<file path="config.mk">
export PLATFORM = sky130hd
export DESIGN_NAME = fetch_prefetch_queue
export DESIGN_NICKNAME = d
export VERILOG_FILES = /design/src/rtl/fetch_prefetch_queue.sv
export SDC_FILE = /design/constraint.sdc
export NUM_CORES = 1
export LEC_CHECK = 0
export ABC_AREA = 1
export BUFFER_PORTS_ARGS = -buffer_cell sky130_fd_sc_hd__clkbuf_2
export CAP_MARGIN = 5
export CORE_UTILIZATION = 55
export CTS_BUF_LIST = sky130_fd_sc_hd__clkbuf_16
export DETAILED_ROUTE_END_ITERATION = 8
export PLACE_DENSITY = 0.76
export SYNTH_ARGS = -nofsm -noshare
export SYNTH_HDL_FRONTEND = slang
export SYNTH_SLANG_ARGS = --single-unit
</file>
<file path="constraint.sdc">
create_clock -name clk -period 10.35 [get_ports clk]
set_clock_uncertainty 0.1 [all_clocks]
set_input_delay 0.5175 -clock clk [delete_from_list [all_inputs] [get_ports clk]]
set_output_delay 0.5175 -clock clk [all_outputs]
set_load 0.02 [all_outputs]
</file>
<file path="src/rtl/fetch_prefetch_queue.sv">
// Fetch stage: owns the PC, keeps at most one I-mem request in flight and buffers {pc, instr} for decode.
// Optional build macro FETCH_BYPASS_EN presents a response to decode in its arrival cycle when the queue is empty.
module fetch_prefetch_queue #(
  parameter int                ADDR_W   = 16,
  parameter int                INSTR_W  = 16,
  parameter int                DEPTH    = 4,
  parameter int                PC_INC   = 2,
  parameter logic [ADDR_W-1:0] RESET_PC = 16'h0000
) (
  input  logic               clk,
  input  logic               rst,
  input  logic               redirect_valid,
  input  logic [ADDR_W-1:0]  redirect_pc,
  output logic               imem_req,
  output logic [ADDR_W-1:0]  imem_addr,
  input  logic               imem_rvalid,
  input  logic [INSTR_W-1:0] imem_rdata,
  input  logic               imem_err,
  output logic               inst_valid,
  input  logic               inst_ready,
  output logic [INSTR_W-1:0] inst_data,
  output logic [ADDR_W-1:0]  inst_pc,
  output logic [ADDR_W-1:0]  inst_pc_next,
  output logic               err
);

  localparam int PTR_W = (DEPTH > 1) ? $clog2(DEPTH) : 1;
  localparam int CNT_W = $clog2(DEPTH) + 1;

  typedef enum logic [0:0] {
    RUN  = 1'b0,
    HALT = 1'b1
  } state_t;

  state_t              state_q, state_d;
  logic [ADDR_W-1:0]   pc_q, pc_d;
  logic [ADDR_W-1:0]   req_pc_q, req_pc_d;
  logic                outstanding_q, outstanding_d;
  logic                drop_q, drop_d;
  logic                err_q, err_d;
  logic [CNT_W-1:0]    count_q, count_d;
  logic [PTR_W-1:0]    rd_ptr_q, rd_ptr_d;
  logic [PTR_W-1:0]    wr_ptr_q, wr_ptr_d;
  logic [INSTR_W-1:0]  mem_data_q [DEPTH];
  logic [INSTR_W-1:0]  mem_data_d [DEPTH];
  logic [ADDR_W-1:0]   mem_pc_q   [DEPTH];
  logic [ADDR_W-1:0]   mem_pc_d   [DEPTH];

  logic q_empty_s, rsp_s, rsp_ok_s, rsp_bad_s, issue_s;
  logic bypass_s, head_valid_s, push_s, qpop_s;

  // Event decode: response qualification, issue permission, bypass, push/pop.
  always_comb begin
    q_empty_s = (count_q == CNT_W'(0));
    // A response only counts while a request is actually outstanding.
    rsp_s     = imem_rvalid & outstanding_q;
    rsp_ok_s  = rsp_s & ~drop_q & ~imem_err;
    rsp_bad_s = rsp_s & ~drop_q & imem_err;
    issue_s   = ~rst & ~redirect_valid & (state_q == RUN) & ~outstanding_q & ~drop_q
              & (count_q < CNT_W'(DEPTH));
`ifdef FETCH_BYPASS_EN
    bypass_s  = q_empty_s & rsp_ok_s & ~redirect_valid;
`else
    bypass_s  = 1'b0;
`endif
    head_valid_s = ~q_empty_s | bypass_s;
    qpop_s       = ~q_empty_s & inst_ready & ~redirect_valid;
    push_s       = rsp_ok_s & ~redirect_valid & ~(bypass_s & inst_ready);
  end

  // Decode-side and I-mem-side outputs.
  always_comb begin
    imem_req     = issue_s;
    imem_addr    = pc_q;
    inst_valid   = head_valid_s;
    err          = err_q;
    inst_data    = {INSTR_W{1'b0}};
    inst_pc      = {ADDR_W{1'b0}};
    inst_pc_next = {ADDR_W{1'b0}};
    if (bypass_s) begin
      inst_data    = imem_rdata;
      inst_pc      = req_pc_q;
      inst_pc_next = req_pc_q + ADDR_W'(PC_INC);
    end else if (!q_empty_s) begin
      inst_data    = mem_data_q[rd_ptr_q];
      inst_pc      = mem_pc_q[rd_ptr_q];
      inst_pc_next = mem_pc_q[rd_ptr_q] + ADDR_W'(PC_INC);
    end else begin
      inst_data    = {INSTR_W{1'b0}};
      inst_pc      = {ADDR_W{1'b0}};
      inst_pc_next = {ADDR_W{1'b0}};
    end
  end

  // Next-state: FSM, PC, request tracking and queue bookkeeping; redirect wins over everything.
  always_comb begin
    state_d       = state_q;
    pc_d          = pc_q;
    req_pc_d      = req_pc_q;
    outstanding_d = outstanding_q;
    drop_d        = drop_q;
    err_d         = err_q;
    count_d       = count_q;
    rd_ptr_d      = rd_ptr_q;
    wr_ptr_d      = wr_ptr_q;
    mem_data_d    = mem_data_q;
    mem_pc_d      = mem_pc_q;
    if (redirect_valid) begin
      state_d       = RUN;
      pc_d          = redirect_pc;
      count_d       = CNT_W'(0);
      rd_ptr_d      = PTR_W'(0);
      wr_ptr_d      = PTR_W'(0);
      // A request still in flight must have its response discarded.
      outstanding_d = outstanding_q & ~imem_rvalid;
      drop_d        = outstanding_q & ~imem_rvalid;
    end else begin
      if (issue_s) begin
        pc_d          = pc_q + ADDR_W'(PC_INC);
        req_pc_d      = pc_q;
        outstanding_d = 1'b1;
      end else if (rsp_s) begin
        outstanding_d = 1'b0;
        drop_d        = 1'b0;
      end else begin
        outstanding_d = outstanding_q;
      end
      if (rsp_bad_s) begin
        err_d   = 1'b1;
        state_d = HALT;
      end else begin
        err_d   = err_q;
      end
      if (push_s) begin
        mem_data_d[wr_ptr_q] = imem_rdata;
        mem_pc_d[wr_ptr_q]   = req_pc_q;
        wr_ptr_d             = wr_ptr_q + PTR_W'(1);
      end else begin
        wr_ptr_d             = wr_ptr_q;
      end
      if (qpop_s) begin
        rd_ptr_d = rd_ptr_q + PTR_W'(1);
      end else begin
        rd_ptr_d = rd_ptr_q;
      end
      case ({push_s, qpop_s})
        2'b10:   count_d = count_q + CNT_W'(1);
        2'b01:   count_d = count_q - CNT_W'(1);
        default: count_d = count_q;
      endcase
    end
  end

  // State registers.
  always_ff @(posedge clk or posedge rst) begin
    if (rst) begin
      state_q       <= RUN;
      pc_q          <= RESET_PC;
      req_pc_q      <= {ADDR_W{1'b0}};
      outstanding_q <= 1'b0;
      drop_q        <= 1'b0;
      err_q         <= 1'b0;
      count_q       <= CNT_W'(0);
      rd_ptr_q      <= PTR_W'(0);
      wr_ptr_q      <= PTR_W'(0);
      for (int i = 0; i < DEPTH; i++) begin
        mem_data_q[i] <= {INSTR_W{1'b0}};
        mem_pc_q[i]   <= {ADDR_W{1'b0}};
      end
    end else begin
      state_q       <= state_d;
      pc_q          <= pc_d;
      req_pc_q      <= req_pc_d;
      outstanding_q <= outstanding_d;
      drop_q        <= drop_d;
      err_q         <= err_d;
      count_q       <= count_d;
      rd_ptr_q      <= rd_ptr_d;
      wr_ptr_q      <= wr_ptr_d;
      mem_data_q    <= mem_data_d;
      mem_pc_q      <= mem_pc_d;
    end
  end

endmodule

</file>
* Word-level counts from Yosys, hierarchy flattened *
Cells that the tools add are included.
W data, S select, Z words.

cells by class
  reductions and logical operators = 13
  add/subtract/negate cells = 6
  magnitude comparators = 4
  equal/unequal tests = 3
  bitwise operators = 23
  muxes and demuxes = 28

operators by type and width
  operator                 number
  $mux W16                 10
  $bwmux W64               2
  $bmux W16 S2             2
  $add A16 B2 Y16 const B  2
  $demux W16 S2            1
  $and A1 B1 Y1            13
  $reduce_bool A2 Y1       5
  $mux W2                  4
  $not A1 Y1               8
  $reduce_and A2 Y1        4
  $mux W1                  7
  $ge A3 B3 Y1 const B     2
  $not A2 Y3               2
  $pmux W3 S2              1
  $reduce_bool A3 Y1       2
  $add A2 B1 Y2 const B    2
  $add A3 B1 Y3 const B    1
  $logic_not A3 Y1         1
  $lt A3 B1 Y1 const B     1
  $lt A3 B3 Y1 const B     1
  $mux W3                  1
  $sub A3 B1 Y3 const B    1
  $eq A2 B1 Y1 const B     1
  $eq A2 B2 Y1 const B     1
  other kinds (2)          2

word-level totals
  register bits after elaboration = 171
  input port bits = 38

* Depth between registers and ports, before layout *
  word-level depth = 8
  depth in mapped cells = 14
  gate-level depth less buffers = 13

* Worst setup path after synthesis *
OpenSTA, ideal clock, no wires.

  kind = register to output
  start point = register rd_ptr_q[1]
  end point = output inst_pc_next[7]
  buffers on the path = 2
  data required time = 9733 ps
  path slack = 7811 ps
  data arrival time = 1921 ps
  stages on the path, launching flop included = 12
  path through = dfrtp_1 > buf_6 > inv_4 > buf_6 > nand3_2 > nand2_1 > ha_1 > inv_1 > nor2_4 > nand3_4 > nand2_1 > nor3b_1

between the ends
  word-level cells in the longest chain between the ends = 6

RTL lines
  item                                          line  RTL
  start, declared                               42    logic [PTR_W-1:0] rd_ptr_q, rd_ptr_d;
  start signal, assigned                        178   rd_ptr_q <= rd_ptr_d;
  $not A2 Y3 (implied by the code)              87    inst_pc_next = mem_pc_q[rd_ptr_q] + ADDR_W'(PC_INC);
  $bmux W16 S2                                  87
  $mux W16 (implied by the code) (2 in series)  87
  $add A16 B2 Y16                               87
  $mux W16                                      84    end else if (!q_empty_s) begin
  end, declared                                 23    output logic [ADDR_W-1:0] inst_pc_next,

No other way between the ends. The select of a mux whose other input is x is not followed.

* Worst setup path in the final report *
  start point = register rd_ptr_q[1]
  end point = output inst_pc_next[9]

The elaborated chain is that of the path after synthesis.

==> impl_metrics.csv <==
group,metric,value,unit
routing,num_vias,7158,
global_route,grt_antenna_before_repair,0,
floorplanning,row_count,44,
clocking,cts.sinks,171,
layout,n_antenna_cell,0,
routing,wl_per_cell,14.6,um
global_route,track_usage,26.5,%
layout,nNetsFinal,1174,
placed_design,place_area,8900,um^2
timing,finalSetupTns,0,ps
routing,drt-initial-drc-count,625,
worst_setup_path,worst-setup-path-type,"reg -> out",
synth,synth_nets,1102,
power_and_ir_drop,cellPowerDensity,244,nW/um^2
routing,wl_met1,9.25,mm
routing,routed_wl,19.4,mm
floorplanning,core_area,14700,um^2
power_and_ir_drop,leakagePower,4.57,nW
worst_setup_path,cp_top_family,"buffers and inverters",
clocking,post-cts-setup-buffers,0,
power_and_ir_drop,vdd_drop_max,127,uV
power_and_ir_drop,power,2.30,mW
clocking,cts_root_buffer,"clkbuf_16",
clocking,htree_levels,4,
global_route,grt_pass1_wl,33.2,mm
global_route,grt_pass1_vias,6716,
routing,viasPerCell,5.40,
placed_design,post-place-ws,7100,ps
worst_setup_path,cpPeakStageDelay,510,ps
routing,final_antenna_net_count,0,
clocking,cts_buffers,17,
layout,final_common_cell,"nand2_1",
job,drv_cap,0,
hold_path,hp-class,"in -> async",
worst_setup_path,arrival,3070,ps
timing,finalHoldViolCount,0,
synth,yosys_warnings,0,
timing,setup_viol,0,
layout,finalInstanceArea,9440,um^2
synth,syn_inst,1057,
clocking,cts_buffer_depth,2,
routing,drc,6,
synth,synth_area,8400,um^2
global_route,grt_overflow_total,0,
layout,final_cell_mix,"nand2_1 (275), o21ai_0 (192), dfrtp_1 (170), nor2_1 (127), clkbuf_2 (104)",
floorplanning,die_w,126,um
synth,ys_seq_area_share,51.0,%
timing,slew_headroom,23.2,%
timing,setup_slack,6660,ps
floorplanning,initial_core_util,57.1,%
routing,top_layer_used,"met4",
routing,wl_met2,8.95,mm
clocking,holdBufCountCts,0,
clocking,clk_pin_slew_worst_paths,60,ps
worst_setup_path,crit_path_end_kind,"output pin",
worst_setup_path,cp.required,9730,ps
worst_setup_path,worstPathMaxFanout,34,
worst_setup_path,cp_slowest_cell,"dfrtp_1",
synth,synth.distinct_cells,41,
synth,avgSynthCellArea,7.95,um^2
timing,worst_pin_slew,1150,ps
worst_setup_path,critPathBufInv,4,
run_status,outcome,"finished with violations",
worst_setup_path,path_cells,"buf_4 -> inv_4 -> nand3_1 -> nand2_1 -> ha_1 -> inv_1 -> nor2_4 -> nand3_4 -> nor2_1 -> nand2_1 -> a21oi_1 -> clkbuf_2",
clocking,cts-resized-gates,0,
timing,maxSlewViolCount,0,
synth,synth-seq-cells,171,
layout,fillers,1320,
worst_setup_path,cp_common_cell,"nand2_1",
clocking,cts_tree,"done",
placed_design,portBuffers,104,
timing,max_freq,271,MHz
routing,drt_pass1_iterations,9,
layout,area_delta_synth_final,12.4,%
placed_design,dpl.hpwl,12.2,mm
routing,wl_met3,989,um
run_status,violations,"DRC",
global_route,grt_start_max_net_pins,89,
timing,post-route-min-period,3690,ps
placed_design,gpl.final_weighted_congestion,0.859,
layout,drive_above_1_share,16.2,%
floorplanning,fp.dieH,126,um
worst_setup_path,start_kind,"flip-flop",
timing,grt_setup_unrepaired,"false",
floorplanning,io_pins,105,
clocking,clk_latency,420,ps
floorplanning,dieArea,15800,um^2
timing,finalCritPeriodShare,35.6,%
-- cells by family after synthesis --
| kind of cell | count (synthesis) | share of synthesized area (%) |
|---|---|---|
| compound gates | 240 | 14.8 |
| buf+inv | 136 | 7.15 |
| fa+ha+maj | 7 | 1.13 |
| simple gates | 497 | 25.3 |
| xor+xnor | 6 | 0.626 |
| flops | 171 | 51.0 |
-- layout make-up --
type | count | area [um^2] | area share [%]
repair buffers | 110 | 566 | 5.99
inverters | 79 | 304 | 3.22
clock buffers | 17 | 425 | 4.51
well taps | 184 | 230 | 2.44
multi-input cells | 750 | 3520 | 37.3
clock inverters | 15 | 110 | 1.17
flip-flops and latches | 171 | 4280 | 45.3
-- where the power goes --
group / switching [mW] / total [mW] / internal, mW
sequential: 0.0795 / 0.856 / 0.777
combinational: 0.605 / 0.860 / 0.254
clock: 0.256 / 0.583 / 0.326
-- stage by stage --
stage          util [%]  hold WS [ps]  instances
2_1_floorplan         -           348       1057
3_3_place_gp       60.6           356       1294
3_5_place_dp       60.6           354       1294
4_1_cts            64.2           181       1326
5_1_grt            64.2           205       1326
6_report           64.2           136       1326
-- final timing paths --
check / start / to / slack (ps) / cells past startpoint
worst max register to register: drop_q$_DFFE_PP0P_ / mem_data_q[21]$_DFFE_PP0P_ / 8010 / 7
worst max-delay path: rd_ptr_q[1]$_DFFE_PP0P_ / inst_pc_next[9] / 6660 / 12
worst min-delay path: rst / count_q[1]$_DFFE_PP0P_ / 140 / 2
min in group clk: redirect_pc[1] / imem_addr[1]$_DFFE_PP0P_ / 200 / 3
max in group asynchronous: rst / mem_pc_q[15]$_DFFE_PP0P_ / 8490 / 3
worst min register to register: err$_DFFE_PP0P_ / err$_DFFE_PP0P_ / 370 / 2
-- registers in the layout (all words and copies together) (netlist names), 2 cells and up --
register and count:
imem_addr 16, wr_ptr_q 2, mem_pc_q 64, count_q 3, rd_ptr_q 2, req_pc_q 16
mem_data_q 64
-- routing by layer --
metal  vias to the layer above  global-route usage, %
met1                      3375                   37.9
met2                       225                   41.3
li1                       3547                      -
met4                         0                   9.18
met5                         -                      0
met3                        11                   4.19
-- Yosys cell counts, drive strengths merged --
master	n	area (um^2)
o21ai	194	971
ha	6	75.1
o2111ai	1	8.76
nand3b	2	15.0
xnor2	1	8.76
nand4	4	25.0
o211ai	4	30.0
buf	24	178
nand2	297	1180
a21oi	32	160
inv	78	295
o22a	1	8.76
nor3b	1	7.51
clkbuf	33	124
a21bo	1	10.0
o221ai	3	26.3
xor2	5	43.8
nand3	49	293
o22ai	1	6.26
o21bai	1	7.51
clkinv	1	3.75
dfrtp	171	4280
nor2	138	571
o21a	1	7.51
fa	1	20.0
a22o	1	8.76
nor3	6	35.0
Note: power is estimated with default switching activity, not from simulation.
